[src/rtl/axis_pkg.sv]
// Shared AXI-Stream helpers: lane-index and wide-word width calculations.
package axis_pkg;

  localparam int DEF_DATA_WIDTH = 2;
  localparam int DEF_RATIO      = 4;

  // $clog2 yields 0 for a single lane; a counter still needs one bit.
  function automatic int lane_idx_w(input int ratio);
    int w;
    w = $clog2(ratio);
    return (w < 1) ? 1 : w;
  endfunction

  function automatic int wide_w(input int data_width, input int ratio);
    return data_width * ratio;
  endfunction

endpackage

[src/rtl/axis_upsizer.sv]
// AXI-Stream width upsizer: packs RATIO narrow beats into one wide beat, closing early on tlast.
// Optional lane mask output enabled with AXIS_UPSIZER_KEEP_EN.
module axis_upsizer
  import axis_pkg::*;
#(
  parameter int DATA_WIDTH = DEF_DATA_WIDTH,
  parameter int RATIO      = DEF_RATIO
) (
  input  logic                        clk,
  input  logic                        rst,
  input  logic [DATA_WIDTH-1:0]       up_axis_tdata,
  input  logic                        up_axis_tlast,
  input  logic                        up_axis_tvalid,
  output logic                        up_axis_tready,
  output logic [DATA_WIDTH*RATIO-1:0] dn_axis_tdata,
`ifdef AXIS_UPSIZER_KEEP_EN
  output logic [RATIO-1:0]            dn_axis_tkeep,
`endif
  output logic                        dn_axis_tlast,
  output logic                        dn_axis_tvalid,
  input  logic                        dn_axis_tready
);

  localparam int LANE_W = lane_idx_w(RATIO);
  localparam int WIDE_W = wide_w(DATA_WIDTH, RATIO);

  logic [WIDE_W-1:0] acc_p0;
  logic [WIDE_W-1:0] wide_nxt;
  logic [LANE_W-1:0] lane_idx;
  logic [WIDE_W-1:0] data_p1;
  logic              last_p1;
  logic              vld_p1;
  logic              accept;
  logic              complete;

`ifdef AXIS_UPSIZER_KEEP_EN
  logic [RATIO-1:0] mask_p0;
  logic [RATIO-1:0] mask_nxt;
  logic [RATIO-1:0] keep_p1;
`endif

  assign up_axis_tready = ~vld_p1 | dn_axis_tready;
  assign accept         = up_axis_tvalid & up_axis_tready;
  assign complete       = accept & ((lane_idx == LANE_W'(RATIO - 1)) | up_axis_tlast);

  // Stage p0: accumulator with the current beat merged into its lane
  always_comb begin
    wide_nxt = acc_p0;
    wide_nxt[int'(lane_idx)*DATA_WIDTH +: DATA_WIDTH] = up_axis_tdata;
  end

`ifdef AXIS_UPSIZER_KEEP_EN
  assign mask_nxt = mask_p0 | (RATIO'(1) << lane_idx);
`endif

  always_ff @(posedge clk or negedge rst) begin
    if (!rst) begin
      acc_p0   <= '0;
      lane_idx <= '0;
`ifdef AXIS_UPSIZER_KEEP_EN
      mask_p0  <= '0;
`endif
    end else if (accept) begin
      if (complete) begin
        acc_p0   <= '0;
        lane_idx <= '0;
`ifdef AXIS_UPSIZER_KEEP_EN
        mask_p0  <= '0;
`endif
      end else begin
        acc_p0   <= wide_nxt;
        lane_idx <= lane_idx + LANE_W'(1);
`ifdef AXIS_UPSIZER_KEEP_EN
        mask_p0  <= mask_nxt;
`endif
      end
    end
  end

  // Stage p1: output register; a completing beat can refill it in the cycle it drains
  always_ff @(posedge clk or negedge rst) begin
    if (!rst) begin
      data_p1 <= '0;
      last_p1 <= 1'b0;
      vld_p1  <= 1'b0;
`ifdef AXIS_UPSIZER_KEEP_EN
      keep_p1 <= '0;
`endif
    end else if (complete) begin
      data_p1 <= wide_nxt;
      last_p1 <= up_axis_tlast;
      vld_p1  <= 1'b1;
`ifdef AXIS_UPSIZER_KEEP_EN
      keep_p1 <= mask_nxt;
`endif
    end else if (dn_axis_tready) begin
      vld_p1  <= 1'b0;
    end
  end

  assign dn_axis_tdata  = data_p1;
  assign dn_axis_tlast  = last_p1;
  assign dn_axis_tvalid = vld_p1;
`ifdef AXIS_UPSIZER_KEEP_EN
  assign dn_axis_tkeep  = keep_p1;
`endif

endmodule

[config.mk]
export PLATFORM = sky130hd
export DESIGN_NAME = axis_upsizer
export DESIGN_NICKNAME = d
export VERILOG_FILES = /design/src/rtl/axis_pkg.sv /design/src/rtl/axis_upsizer.sv
export SDC_FILE = /design/constraint.sdc
export NUM_CORES = 1
export LEC_CHECK = 0
export ABC_CLOCK_PERIOD_IN_PS = 2300
export CAP_MARGIN = 25
export CORE_MARGIN = 2
export CORE_UTILIZATION = 45
export CTS_BUF_LIST = sky130_fd_sc_hd__clkbuf_2 sky130_fd_sc_hd__clkbuf_4 sky130_fd_sc_hd__clkbuf_8
export DETAILED_ROUTE_END_ITERATION = 16
export PLACE_DENSITY = 0.7
export SLEW_MARGIN = 20
export SYNTH_ARGS = -nofsm -noshare
export SYNTH_HDL_FRONTEND = slang
export SYNTH_SLANG_ARGS = --single-unit
[constraint.sdc]
create_clock -name clk -period 2.3 [get_ports clk]
set_clock_uncertainty 0.15 [all_clocks]
set_input_delay 0.23 -clock clk [delete_from_list [all_inputs] [get_ports clk]]
set_output_delay 0.23 -clock clk [all_outputs]
set_load 0.03 [all_outputs]
==> impl_metrics.tcl, run 1 <==
set metrics [dict create \
    n_antenna_cell 0 \
    slew_headroom_pct 70.9 \
    finalMaxSlewViolations 0 \
    drive_gt1_share_pct 12.9 \
    synth_area_per_cell_um2 10.8 \
    syn_inst 95 \
    fin_util_pct 57.7 \
    post_cts_buffers 0 \
    ant_nets 0 \
    vias 827 \
    drv_cap 0 \
    fin_area_um2 1260 \
    die_h_um 51.8 \
    antenna_found_initial 0 \
    crit_chain "nor2b_4 > inv_2 > clkdlybuf4s50_1" \
    place.gp.congestion 0.803 \
    dp_cells 141 \
    clock.fmax_mhz 513 \
    rsz0062_at_grt "no" \
    ys_warn_count 0 \
    finalHoldViolations 0 \
    drc 0 \
    num_rows 17 \
    critPathBufInv 2 \
    yosys_register_bits 20 \
    syn-num-nets 107 \
    path_max_fanout 4 \
    cts.root.buffer_cell "clkbuf_4" \
    swShare_pct 37.1 \
    status "finished, final reports clean" \
    reg2reg_to "acc_p0[4]$_DFFE_PN0P_" \
    holdWs_ps 96.7 \
    preCtsSetupSlack_ps 387 \
    numPortBuffers 17 \
    critPathKind "reg2out" \
    die_w_um 51.8 \
    hp-class "in2async" \
    crit_family "buffers and inverters" \
    routed_wl_mm 2.21 \
    power_switching_mw 0.381 \
    cts_buffers 3 \
    syn-cell-area_um2 1030 \
    slowest_stage "clkdlybuf4s50_1" \
    cts_sinks 20 \
    coreArea_um2 2190 \
    ctsResizeCount 0 \
    die_area_um2 2680 \
    arrival_ps 1570 \
    syn2layout_area_growth_pct 23.1 \
    power.total_mw 1.03 \
    io_pins 18 \
    fin_tns_setup_ps 0 \
    critPathMaxStageDelay_ps 660 \
    ys_types 28 \
    clk_path_buf_depth 2 \
    dpl.hpwl_mm 1.63 \
    drt_iter0_markers 9 \
    regToRegSetupSlack_ps 430 \
    required_ps 1920 \
    via_per_inst 5.74 \
    power.density_nw_per_um2 812 \
    grt-ovfl-total 0 \
    reg2reg_from "lane_idx[0]$_DFFE_PN0P_" \
    clockPowerShare_pct 16.4 \
    initial_core_util_pct 46.9 \
    grt_max_degree 21 \
    critPathLaunchType "flop" \
    yosysSeqAreaShare_pct 48.7 \
    cp.depth 3 \
    nets 130 \
    reg2regPathDepth 4 \
    tightestPinTransition_ps 436 \
    track_usage_pct 19.8 \
    worst_slack_ps 349 \
    peakVddDrop_mv 0.421 \
    grt_pass1_wl_mm 3.80 \
    p_int_mw 0.646 \
    leakagePower_nw 0.519 \
    end_kind "output port" \
    setup_viol 0 \
    cts_max_level 1 \
    fillers 196 \
    seq_power_share_pct 43.1 \
    clock_latency_ps 310 \
    final_cells 144 \
    combPwrFrac_pct 40.5 \
    wl_per_cell_um 15.3 \
    place_area_um2 1240 \
    fin_crit_ps 1950 \
    grt_pass1_vias 862 \
    startpoint "dn_axis_tvalid$_DFFE_PN0P_" \
    path_clk_slew_ps 110 \
    cts_tree "built" \
    hold_buffers 0 \
    timing.final.crit_share_pct 84.8 \
    dr.pass1.iters 3 \
    cp-endpoint "up_axis_tready" \
]
==> placed cells by master, fill, tap and decap left out <==
| cell type | n |
|---|---|
| dfrtp_1 | 20 |
| clkdlybuf4s50_1 | 17 |
| a31oi_1 | 12 |
| nor2_1 | 6 |
| nand2b_1 | 6 |
| o2bb2ai_1 | 6 |
| inv_1 | 5 |
| ha_1 | 5 |
| nand4_1 | 4 |
| nand2_1 | 4 |
| buf_4 | 4 |
| o211ai_2 | 3 |
| clkbuf_4 | 3 |
| inv_2 | 2 |
| nand3_1 | 2 |
| o21ai_0 | 2 |
| a21oi_1 | 2 |
| o32a_1 | 2 |
| nor2b_4 | 1 |
| and2_1 | 1 |
| nor3_4 | 1 |
| or2_1 | 1 |
| nand4b_1 | 1 |
| and4bb_2 | 1 |
| nor2b_1 | 1 |
| nand4bb_1 | 1 |
| nor3b_1 | 1 |
| a22o_1 | 1 |
| o21ai_1 | 1 |
==> logic make-up after synthesis <==
| family | Yosys count | synth area share, % |
|---|---|---|
| AOI/OAI and AO/OA | 29 | 21.3 |
| adders and majority gates | 5 | 6.09 |
| buffers and inverters | 10 | 4.51 |
| DFF | 20 | 48.7 |
| and+or+nand+nor | 31 | 19.4 |
==> worst reg2reg max path, delay by kind of cell (launching register included) <==
kind | cells | cell delay (ps)
and+or+nand+nor | 2 | 610
DFF | 1 | 490
AOI/OAI and AO/OA | 1 | 250
adders and majority gates | 1 | 290
==> per-layer routing <==
metal | part of all wire (%) | up-vias | GRT usage (%)
li1 | - | 398 | -
met1 | 48 | 407 | 25.2
met2 | 47 | 17 | 32.5
met3 | 3.3 | 5 | 3.45
met4 | 1.8 | 0 | 9.65
met5 | 0 | - | 0
==> layout make-up <==
cell class                 count  area (um2)  area share (%)
sequential                    20         500            39.6
multi-input combinational     65         480            38.0
timing repair buffer          21         200            15.8
tap                           28        35.0            2.77
inverter                       7        26.3            2.08
clock buffer                   3        22.5            1.78
==> cell usage after synthesis, drive strengths merged <==
| cell type | count | area, um2 |
|---|---|---|
| and4bb | 1 | 12.5 |
| nand4bb | 1 | 11.3 |
| or2 | 1 | 6.26 |
| nand2b | 6 | 37.5 |
| o2bb2ai | 6 | 52.6 |
| nor3 | 1 | 16.3 |
| o32a | 2 | 20.0 |
| o211ai | 3 | 37.5 |
| nor2b | 2 | 20.0 |
| dfrtp | 20 | 500 |
| buf | 3 | 20.0 |
| a22o | 1 | 8.76 |
| a21oi | 2 | 10.0 |
| a31oi | 12 | 75.1 |
| nand3 | 2 | 10.0 |
| ha | 5 | 62.6 |
| nand2 | 4 | 15.0 |
| nand4 | 4 | 25.0 |
| nand4b | 1 | 8.76 |
| nor2 | 6 | 22.5 |
| nor3b | 1 | 7.51 |
| inv | 7 | 26.3 |
| and2 | 1 | 6.26 |
| o21ai | 3 | 15.0 |
==> state kept, by name (all words and copies together) (netlist names) <==
signal,cells
dn_axis_tdata,8
dn_axis_tvalid,1
lane_idx,2
acc_p0,8
dn_axis_tlast,1
==> power groups by stage <==
stage / clock [mW] / combinational (mW) / sequential (mW)
global placement: 0 / 0.409 / 0.447
global route: 0.188 / 0.447 / 0.451
CTS: 0.172 / 0.419 / 0.444
detailed placement: 0 / 0.418 / 0.450
finish: 0.169 / 0.416 / 0.443
floorplan: 0 / 0.188 / 0.526
==> how the worst min path moves through the flow <==
stage                                    startpoint                         to  cells past startpoint
after floorplan                                 rst      acc_p0[0]$_DFFE_PN0P_                      0
after global placement        acc_p0[2]$_DFFE_PN0P_      acc_p0[2]$_DFFE_PN0P_                      1
after detailed placement  dn_axis_tlast$_DFFE_PN0P_  dn_axis_tlast$_DFFE_PN0P_                      1
after CTS                                       rst      acc_p0[0]$_DFFE_PN0P_                      2
after global routing                            rst      acc_p0[0]$_DFFE_PN0P_                      2
final                                           rst      acc_p0[0]$_DFFE_PN0P_                      2
No activity file was read; power rests on OpenSTA's default activity.
==> inputs of run 2 (changes only) <==
- ABC_CLOCK_PERIOD_IN_PS: 2300 -> 1600
- PLACE_DENSITY: 0.7 -> 0.72
- clock period: 2.3 -> 1.6 ns (I/O delays scaled with it)
==> run 2 against run 1 <==
  * Non-clock buffer count increased by 13
  * Via count increased by 8.5%
  * Cell area increased by 12%
  * Power increased by 57%
  * Routed wire length increased by 0.32%
  * First-iteration DRC count increased by 44%
  * Sequential share of layout area decreased by 4.0 points
  * Final cell count increased by 9.7%
  * Global-route usage decreased by 1.0 points
  * Clock power increased by 72%
  * Register-to-register slack got worse by 400 ps
  * Die area unchanged
==> impl_metrics.tcl, run 2 (synthesis gave the netlist of run 1 again) <==
set metrics [dict create \
    fin_tns_setup_ps 0 \
    worst_slack_ps 33.9 \
    reg2reg_to "dn_axis_tdata[6]$_DFFE_PN0P_" \
    syn2layout_area_growth_pct 37.5 \
    timing.final.crit_share_pct 97.9 \
    regToRegSetupSlack_ps 30 \
    clock.fmax_mhz 639 \
    cts.root.buffer_cell "clkbuf_4" \
    grt_pass1_vias 858 \
    crit_chain "inv_2 > ha_4 > nand4bb_1 > nor2_1 > o32a_1" \
    io_pins 18 \
    critPathMaxStageDelay_ps 440 \
    cts_max_level 1 \
    dr.pass1.iters 4 \
    vias 897 \
    via_per_inst 5.68 \
    initial_core_util_pct 46.9 \
    reg2reg_from "lane_idx[1]$_DFFE_PN0P_" \
    power.density_nw_per_um2 1140 \
    finalHoldViolations 0 \
    place_area_um2 1320 \
    startpoint "lane_idx[1]$_DFFE_PN0P_" \
    reg2regPathDepth 5 \
    critPathKind "reg2reg" \
    hp-class "in2async" \
    required_ps 1640 \
    nets 143 \
    cts_sinks 20 \
    cp-endpoint "dn_axis_tdata[6]$_DFFE_PN0P_" \
    coreArea_um2 2190 \
    routed_wl_mm 2.22 \
    status "finished, final reports clean" \
    critPathLaunchType "flop" \
    dpl.hpwl_mm 1.64 \
    die_h_um 51.8 \
    final_cells 158 \
    wl_per_cell_um 14.0 \
    peakVddDrop_mv 0.711 \
    fin_crit_ps 1570 \
    drc 0 \
    dp_cells 150 \
    slew_headroom_pct 80.0 \
    ant_nets 0 \
    antenna_found_initial 0 \
    final_common_cell "dfrtp_1" \
    cts_buffers 3 \
    track_usage_pct 18.8 \
    clock_latency_ps 300 \
    rsz0062_at_grt "yes" \
    end_kind "flop" \
    setup_viol 0 \
    leakagePower_nw 0.604 \
    num_rows 17 \
    drive_gt1_share_pct 32.3 \
    cts_tree "built" \
    drt_iter0_markers 13 \
    path_clk_slew_ps 110 \
    path_max_fanout 3 \
    grt_pass1_wl_mm 3.75 \
    clk_path_buf_depth 2 \
    place.gp.congestion 0.871 \
    slowest_stage "dfrtp_1" \
    preCtsSetupSlack_ps -80.4 \
    fin_area_um2 1410 \
    die_area_um2 2680 \
    drv_cap 0 \
    n_antenna_cell 0 \
    arrival_ps 1610 \
    tightestPinTransition_ps 301 \
    grt_max_degree 21 \
    die_w_um 51.8 \
    grt-ovfl-total 0 \
    numPortBuffers 17 \
    most-common-layout-cells "dfrtp_1 (19), buf_4 (17), a31oi_1 (12)" \
    power.total_mw 1.61 \
    finalMaxSlewViolations 0 \
]
-- run 2: cell count changes in the layout (fill, tap and decap cells not counted), sizes merged --
cell,delta
clkdlybuf4s50,-11
dlygate4sd2,+10
clkbuf,+1
buf,+14
-- run 2: layout make-up --
class                      instances  area, um2
fill                             179        778
multi-input combinational         65        527
sequential                        20        502
timing repair buffer              34        287
clock buffer                       4       36.3
tap                               28       35.0
inverter                           7       26.3
-- run 2: per-stage QoR --
stage | hold WS (ps) | util [%]
6_report | 32.9 | 64.5
5_1_grt | 50.7 | 64.5
4_1_cts | 39.5 | 62.3
3_5_place_dp | 330 | 60.3
3_3_place_gp | 328 | 60.3
2_1_floorplan | -286 | -
-- run 2: worst max-delay path: cells and delay by family, from the launching register on --
family | cells | cell delay [ps]
simple gates | 2 | 190
flops | 1 | 440
fa+ha+maj | 1 | 270
buf+inv | 1 | 80
compound gates | 1 | 330
-- run 2: what timing repair did --
item | 4_1_cts | 5_1_grt
pin swaps | 1 | 8
gates resized for setup | 12 | 10
setup buffers | 2 | 2
setup endpoints to repair | 26 | 17
hold buffers | 0 | 0
-- run 2: power breakdown --
part / leakage, nW / switching [mW] / internal [mW]
Clock: 0.0210 / 0.152 / 0.139
Sequential: 0.255 / 0.0514 / 0.583
Combinational: 0.328 / 0.373 / 0.308
-- run 2: how the worst min path moves through the flow --
stage | from | endpoint | slack, ps | cells past startpoint
floorplan | rst | acc_p0[0]$_DFFE_PN0P_ | -290 | 0
global placement | acc_p0[2]$_DFFE_PN0P_ | acc_p0[2]$_DFFE_PN0P_ | 330 | 1
detailed placement | acc_p0[3]$_DFFE_PN0P_ | acc_p0[3]$_DFFE_PN0P_ | 330 | 1
CTS | rst | acc_p0[2]$_DFFE_PN0P_ | 40 | 2
global route | rst | dn_axis_tdata[2]$_DFFE_PN0P_ | 50 | 2
finish | rst | acc_p0[3]$_DFFE_PN0P_ | 30 | 2
-- run 2: per-layer routing --
metal  global-route usage (%)  up-vias  wire [um]
met5                        0        -          0
met4                     7.46        0         46
met3                     2.87        7         97
met2                     29.3       22       1030
met1                     26.2      442       1040
li1                         -      426          -
